===== src/rtl/mem_cmd_master.sv =====
// Command sequencer that drives the button-style memory port (switch bus,
// address strobe, write strobe) and captures read-back data.
module mem_cmd_master #(
   parameter int DATA_W    = 16,
   parameter int LEN_W     = 8,
   parameter int READ_WAIT = 2
) (
   input  logic              clk,
   input  logic              initialise,
   input  logic              cmd_valid,
   output logic              cmd_ready,
   input  logic [1:0]        cmd_op,
   input  logic [DATA_W-1:0] cmd_addr,
   input  logic [DATA_W-1:0] cmd_data,
   input  logic [LEN_W-1:0]  cmd_len,
   output logic [DATA_W-1:0] mem_sw,
   output logic              mem_btn_addr,
   output logic              mem_btn_write,
   input  logic [DATA_W-1:0] mem_out,
   output logic [DATA_W-1:0] rd_data,
   output logic              rd_valid,
   output logic              done,
   output logic              busy
);

   localparam int CW = (READ_WAIT > 1) ? $clog2(READ_WAIT) : 1;

   localparam logic [1:0] OP_WRITE = 2'b00;
   localparam logic [1:0] OP_READ  = 2'b01;
   localparam logic [1:0] OP_FILL  = 2'b10;
   localparam logic [1:0] OP_NOP   = 2'b11;

   typedef enum logic [1:0] {
      IDLE,
      ADDR,
      WR,
      RWAIT
   } state_t;

   state_t            state;
   logic [1:0]        op;
   logic [DATA_W-1:0] cur_addr;
   logic [DATA_W-1:0] cur_data;
   logic [LEN_W-1:0]  remain;
   logic [CW-1:0]     wait_cnt;

   // The capture happens on the edge that ends the last wait cycle, so the
   // cycle carrying rd_valid/done is already IDLE and can accept a command.
   always_ff @(posedge clk) begin
      if (initialise) begin
         state         <= IDLE;
         op            <= OP_WRITE;
         cur_addr      <= '0;
         cur_data      <= '0;
         remain        <= '0;
         wait_cnt      <= '0;
         cmd_ready     <= 1'b1;
         mem_sw        <= '0;
         mem_btn_addr  <= 1'b0;
         mem_btn_write <= 1'b0;
         rd_data       <= '0;
         rd_valid      <= 1'b0;
         done          <= 1'b0;
         busy          <= 1'b0;
      end else begin
         mem_btn_addr  <= 1'b0;
         mem_btn_write <= 1'b0;
         rd_valid      <= 1'b0;
         done          <= 1'b0;
         case (state)
            IDLE: begin
               if (cmd_valid && cmd_ready) begin
                  if (cmd_op == OP_NOP ||
                      (cmd_op == OP_FILL && cmd_len == '0)) begin
                     done <= 1'b1;
                  end else begin
                     op           <= cmd_op;
                     cur_addr     <= cmd_addr;
                     cur_data     <= cmd_data;
                     remain       <= cmd_len;
                     mem_sw       <= cmd_addr;
                     mem_btn_addr <= 1'b1;
                     cmd_ready    <= 1'b0;
                     busy         <= 1'b1;
                     state        <= ADDR;
                  end
               end
            end
            ADDR: begin
               if (op == OP_READ) begin
                  wait_cnt <= CW'(READ_WAIT - 1);
                  state    <= RWAIT;
               end else begin
                  mem_sw        <= cur_data;
                  mem_btn_write <= 1'b1;
                  state         <= WR;
               end
            end
            WR: begin
               if (op == OP_WRITE || remain == LEN_W'(1)) begin
                  done      <= 1'b1;
                  cmd_ready <= 1'b1;
                  busy      <= 1'b0;
                  state     <= IDLE;
               end else begin
                  cur_addr     <= cur_addr + 1'b1;
                  cur_data     <= cur_data + 1'b1;
                  remain       <= remain - 1'b1;
                  mem_sw       <= cur_addr + 1'b1;
                  mem_btn_addr <= 1'b1;
                  state        <= ADDR;
               end
            end
            RWAIT: begin
               if (wait_cnt == '0) begin
                  rd_data   <= mem_out;
                  rd_valid  <= 1'b1;
                  done      <= 1'b1;
                  cmd_ready <= 1'b1;
                  busy      <= 1'b0;
                  state     <= IDLE;
               end else begin
                  wait_cnt <= wait_cnt - 1'b1;
               end
            end
            default: state <= IDLE;
         endcase
      end
   end

endmodule

===== config.mk =====
export PLATFORM = sky130hd
export DESIGN_NAME = mem_cmd_master
export DESIGN_NICKNAME = d
export VERILOG_FILES = /design/src/rtl/mem_cmd_master.sv
export SDC_FILE = /design/constraint.sdc
export NUM_CORES = 1
export LEC_CHECK = 0
export CAP_MARGIN = 0
export CORE_AREA = 5 5 92 136
export CTS_CLUSTER_SIZE = 16
export DETAILED_ROUTE_END_ITERATION = 8
export DIE_AREA = 0 0 97 141
export PLACE_DENSITY = 0.73
export SLEW_MARGIN = 5
export SYNTH_ARGS = -nofsm -noshare
export SYNTH_HDL_FRONTEND = slang
export SYNTH_SLANG_ARGS = --single-unit

===== constraint.sdc =====
create_clock -name clk -period 1.9 [get_ports clk]
set_clock_uncertainty 0.15 [all_clocks]
set_input_delay 0.19 -clock clk [delete_from_list [all_inputs] [get_ports clk]]
set_output_delay 0.19 -clock clk [all_outputs]
set_load 0.1 [all_outputs]

==> parameters.txt <==
Parameter                              Value

Outcome
  Run status ... finished with violations
  Failing checks ... setup timing

Global routing
  Vias in the first global route ... roughly 5600
  Maximum number of pins on one net before global-route repair ... 67
  Global Route Usage Sum ... 0.2428
  Residual overflow from global routing ... 0
  Initial antenna violation count ... 0
  Global-route wire length before repair ... 27.09 mm

Placement
  Number of placed cells counting well taps ... 895
  Total placed instance area ... roughly 6500 um2
  Total half-perimeter wirelength after legalization and detailed placement ... 11.92 mm
  Gp weighted congestion ... 0.8801
  Post-placement worst setup slack ... -483.1 ps
  Port Buf Inserts ... 98

Die
  Initial standard-cell utilization of the core ... 0.4307
  Ports placed on the boundary ... 99
  Num rows ... 48
  Floorplan Core Area ... 11350 um2
  Area enclosed by the die boundary ... 13680 um2
  Height of the chip ... 141 um
  Die X ... just under 100 um

Clock network
  CTS HTree Levels ... 3
  Root Driver ... sky130_fd_sc_hd__clkbuf_16
  Hold-fix buffer count after cts ... 0
  Clock Sink Count ... 83
  Maximum buffer depth of the clock tree ... 2
  Worst-skew pair later-pin latency ... between 300 and 400 ps
  Clock tree from TritonCTS ... done
  Cts bufs inserted ... 9
  CTS clk-pin slew, worst paths ... 60 ps

Worst setup path
  Top delay family on crit path ... compound AO/OA/AOI/OAI gates
  Path type of the worst setup path ... reg -> reg
  Endpoint arrival time on the critical path ... roughly 2100 ps
  Biggest cell delay along the critical path ... 360 ps
  Sort of element at the end of the critical path ... register
  Max Fanout on Critical Path ... 6
  Slowest cell on the critical path ... sky130_fd_sc_hd__dfxtp_2
  Crit path required time ... around 2000 ps
  Buf/Inv on CP ... 4
  List of cells traversed by the critical path ... inv_4, ha_4, nor3b_4, a41oi_2, buf_4, o21ai_4, buf_12, buf_8, a21oi_1, o32ai_1
  Launch point of the critical path ... state[0]
  Startpoint of the worst-slack reg-to-reg timing path ... state[0]
  Critical Path Start Type ... register

STA
  RSZ-0062 raised after global routing ... yes
  Worst relative slew slack ... 0.7055
  Count of final setup violators ... 38
  Highest clock frequency the design can meet ... 499.2 MHz
  Post-route minimum period ... 2003 ps
  Crit path setup slack, layout ... -103.2 ps
  Number of endpoints with negative hold slack in the final report ... 0
  Slew @ Worst Pin ... roughly 440 ps
  Final period utilization ... 1.054
  Max-slew violation count ... 0

Logic synthesis
  Post-Syn Nets ... 685
  EDFF count, synth ... 0
  Fraction of synthesis flops using an asynchronous set or reset pin ... 0
  Synthesized netlist cell count ... 615
  Unique masters post-synth ... between 60 and 70
  Synthesized area ... roughly 4900 um2
  Biggest area contributors in the synthesized netlist ... sky130_fd_sc_hd__dfxtp_1 34%, sky130_fd_sc_hd__a21oi_1 8.7%, sky130_fd_sc_hd__nand2_1 6.4%, sky130_fd_sc_hd__o21ai_0 4.2%, sky130_fd_sc_hd__o211ai_1 2.6%
  Sequential fraction of the synthesis area ... 0.3399
  Cell accounting for the most synthesized area ... sky130_fd_sc_hd__dfxtp_1
  Average cell area after synthesis ... 7.949 um2
  Number of synthesized register bits ... 83
  Synth warnings ... 0
  Predominant post-synthesis flop cell ... sky130_fd_sc_hd__dfxtp_1
  Share of the synthesized area in the top cell type ... 0.3399

Final layout
  Final design utilization ... 0.6480
  Final Instance Count excl. Fillers ... roughly 900
  Post-route cell area ... 7356 um2
  Count of inserted antenna diode cells ... 0
  Nets ... ~840
  Layout-stage area growth over the synthesis result ... 50.47%
  Share of layout cells above drive strength 1 ... 0.3115

Route
  Iteration count of the initial detailed-routing pass ... 5
  Overall via count from detail_route ... 5535
  Mean routed wirelength per cell ... approximately 19 um
  Post-DRT Antenna Nets ... 0
  Detailed-route wire length ... 17.55 mm
  Number of design rule violations left after detail routing ... 0
  Detailed-route vias per instance ... 5.971
  Number of DRC markers after the initial detailed-route iteration ... between 500 and 600

Power and ir drop
  Power per cell area ... 1833 nW/um2
  Total power ... between 10000 and 15000 uW
  Maximum resistive drop on vdd ... roughly 0.0011 V
  Leakage Power ... ~0.0029 uW

Hold path
  Worst min-delay path startpoint ... cmd_len[7]
  Worst min path class ... in -> reg

Job
  Total of max-cap violations ... 0
## report_power, final
group,switching [uW],total (uW),internal (uW),leakage (uW)
clock,742,1930,1190,0.000163
combinational,5280,8670,3380,0.00204
sequential,548,2890,2340,0.000682
total,6570,13500,6910,0.00288
## cells in the mapped netlist (all sizes together), types with 10 or more instances
library cell	number
o21ai	46
clkbuf	32
a211oi	12
xor2	10
buf	17
nand3	20
dfxtp	83
a21oi	85
nor4	12
o32ai	17
a31oi	10
nor2	28
inv	26
nand4	10
nand2	85
o211ai	17
## layout by cell type, fill, tap and decap left out, drive strengths merged, types with 3 or more instances in the layout
master | netlist | layout
and3 | 7 | 7
and4 | 3 | 3
nand3 | 20 | 20
o2111ai | 8 | 8
xor2 | 10 | 10
dfxtp | 83 | 83
o21a | 5 | 5
ha | 9 | 9
o22ai | 3 | 3
nor3b | 8 | 8
a311oi | 3 | 3
a211oi | 12 | 12
and2 | 3 | 3
o211ai | 17 | 17
nor2b | 9 | 9
nand4 | 10 | 10
dlygate4sd2 | 0 | 3
nor3 | 8 | 8
dlymetal6s2s | 0 | 6
nor4 | 12 | 12
nand2 | 85 | 85
buf | 17 | 135
a31oi | 10 | 10
inv | 26 | 27
clkdlybuf4s50 | 0 | 50
a22oi | 6 | 6
a21oi | 85 | 85
mux2i | 3 | 3
a32o | 5 | 5
o21ai | 46 | 46
clkbuf | 32 | 11
o32ai | 17 | 17
nor2 | 28 | 28
clkinv | 0 | 3
nand2b | 3 | 3
## worst min-delay path: cells and delay by family
kind,cells,cell delay [ps]
buffers and inverters,2,280
AO/OA/AOI/OAI,2,160
## logic make-up (layout without fill, tap and decap cells)
kind of cell | count (synthesis) | after routing | synth area share
compound gates | 232 | 232 | 0.3136
xor+xnor | 12 | 12 | 0.02150
fa+ha+maj | 9 | 9 | 0.02304
buf+inv | 75 | 237 | 0.06553
flops | 83 | 83 | 0.3399
mux | 3 | 3 | 0.006143
simple gates | 201 | 201 | 0.2304
## state kept, by name, indices dropped and copies added (netlist names)
signal	cells
mem_sw	16
rd_data	16
done	1
cur_addr	16
rd_valid	1
mem_btn_write	1
mem_btn_addr	1
remain	8
cmd_ready	1
cur_data	16
op	2
state	2
wait_cnt	1
busy	1
## worst paths after layout
check,depth (start not counted),slack (ps),to
worst max-delay path,10,-100,cur_addr[5]
worst min-delay path,4,170,remain[7]
worst max register to register,10,-100,cur_addr[5]
worst min register to register,2,310,rd_data[6]
## area by class of cell
| cell class | instances | area, um2 |
|---|---|---|
| fill | 888 | 3995 |
| multi-input combinational | 457 | 3256 |
| inverter | 26 | 100.1 |
| clock inverter | 6 | 87.58 |
| sequential | 83 | 1673 |
| clock buffer | 10 | 239.0 |
| timing repair buffer | 195 | 1813 |
| tap | 150 | 187.7 |
## through the flow
| step | hold WS, ps | TNS (ps) |
|---|---|---|
| finish | 174.1 | -2359 |
| global route | 227.0 | -5797 |
| CTS | 198.7 | -781.5 |
| detailed placement | 298.9 | -21850 |
| global placement | 293.4 | -20200 |
| floorplan | 176.0 | -18.09 |
## per-layer routing
layer | wire, um | up-vias | part of all wire | GRT usage
li1 | - | 2588 | - | -
met4 | 800 | 0 | 0.046 | 0.1317
met2 | 9246 | 272 | 0.53 | 0.4501
met5 | 0 | - | 0 | 0
met1 | 6393 | 2604 | 0.36 | 0.2593
met3 | 1105 | 71 | 0.063 | 0.04109
## timing repair
item | 4_1_cts | 5_1_grt
pin swaps | 4 | 36
setup buffers | 7 | 7
gates resized for setup | 32 | 82
cloned | 1 | 1
endpoints found under the setup margin | 58 | 59
Power figures use the tool's default switching activity.
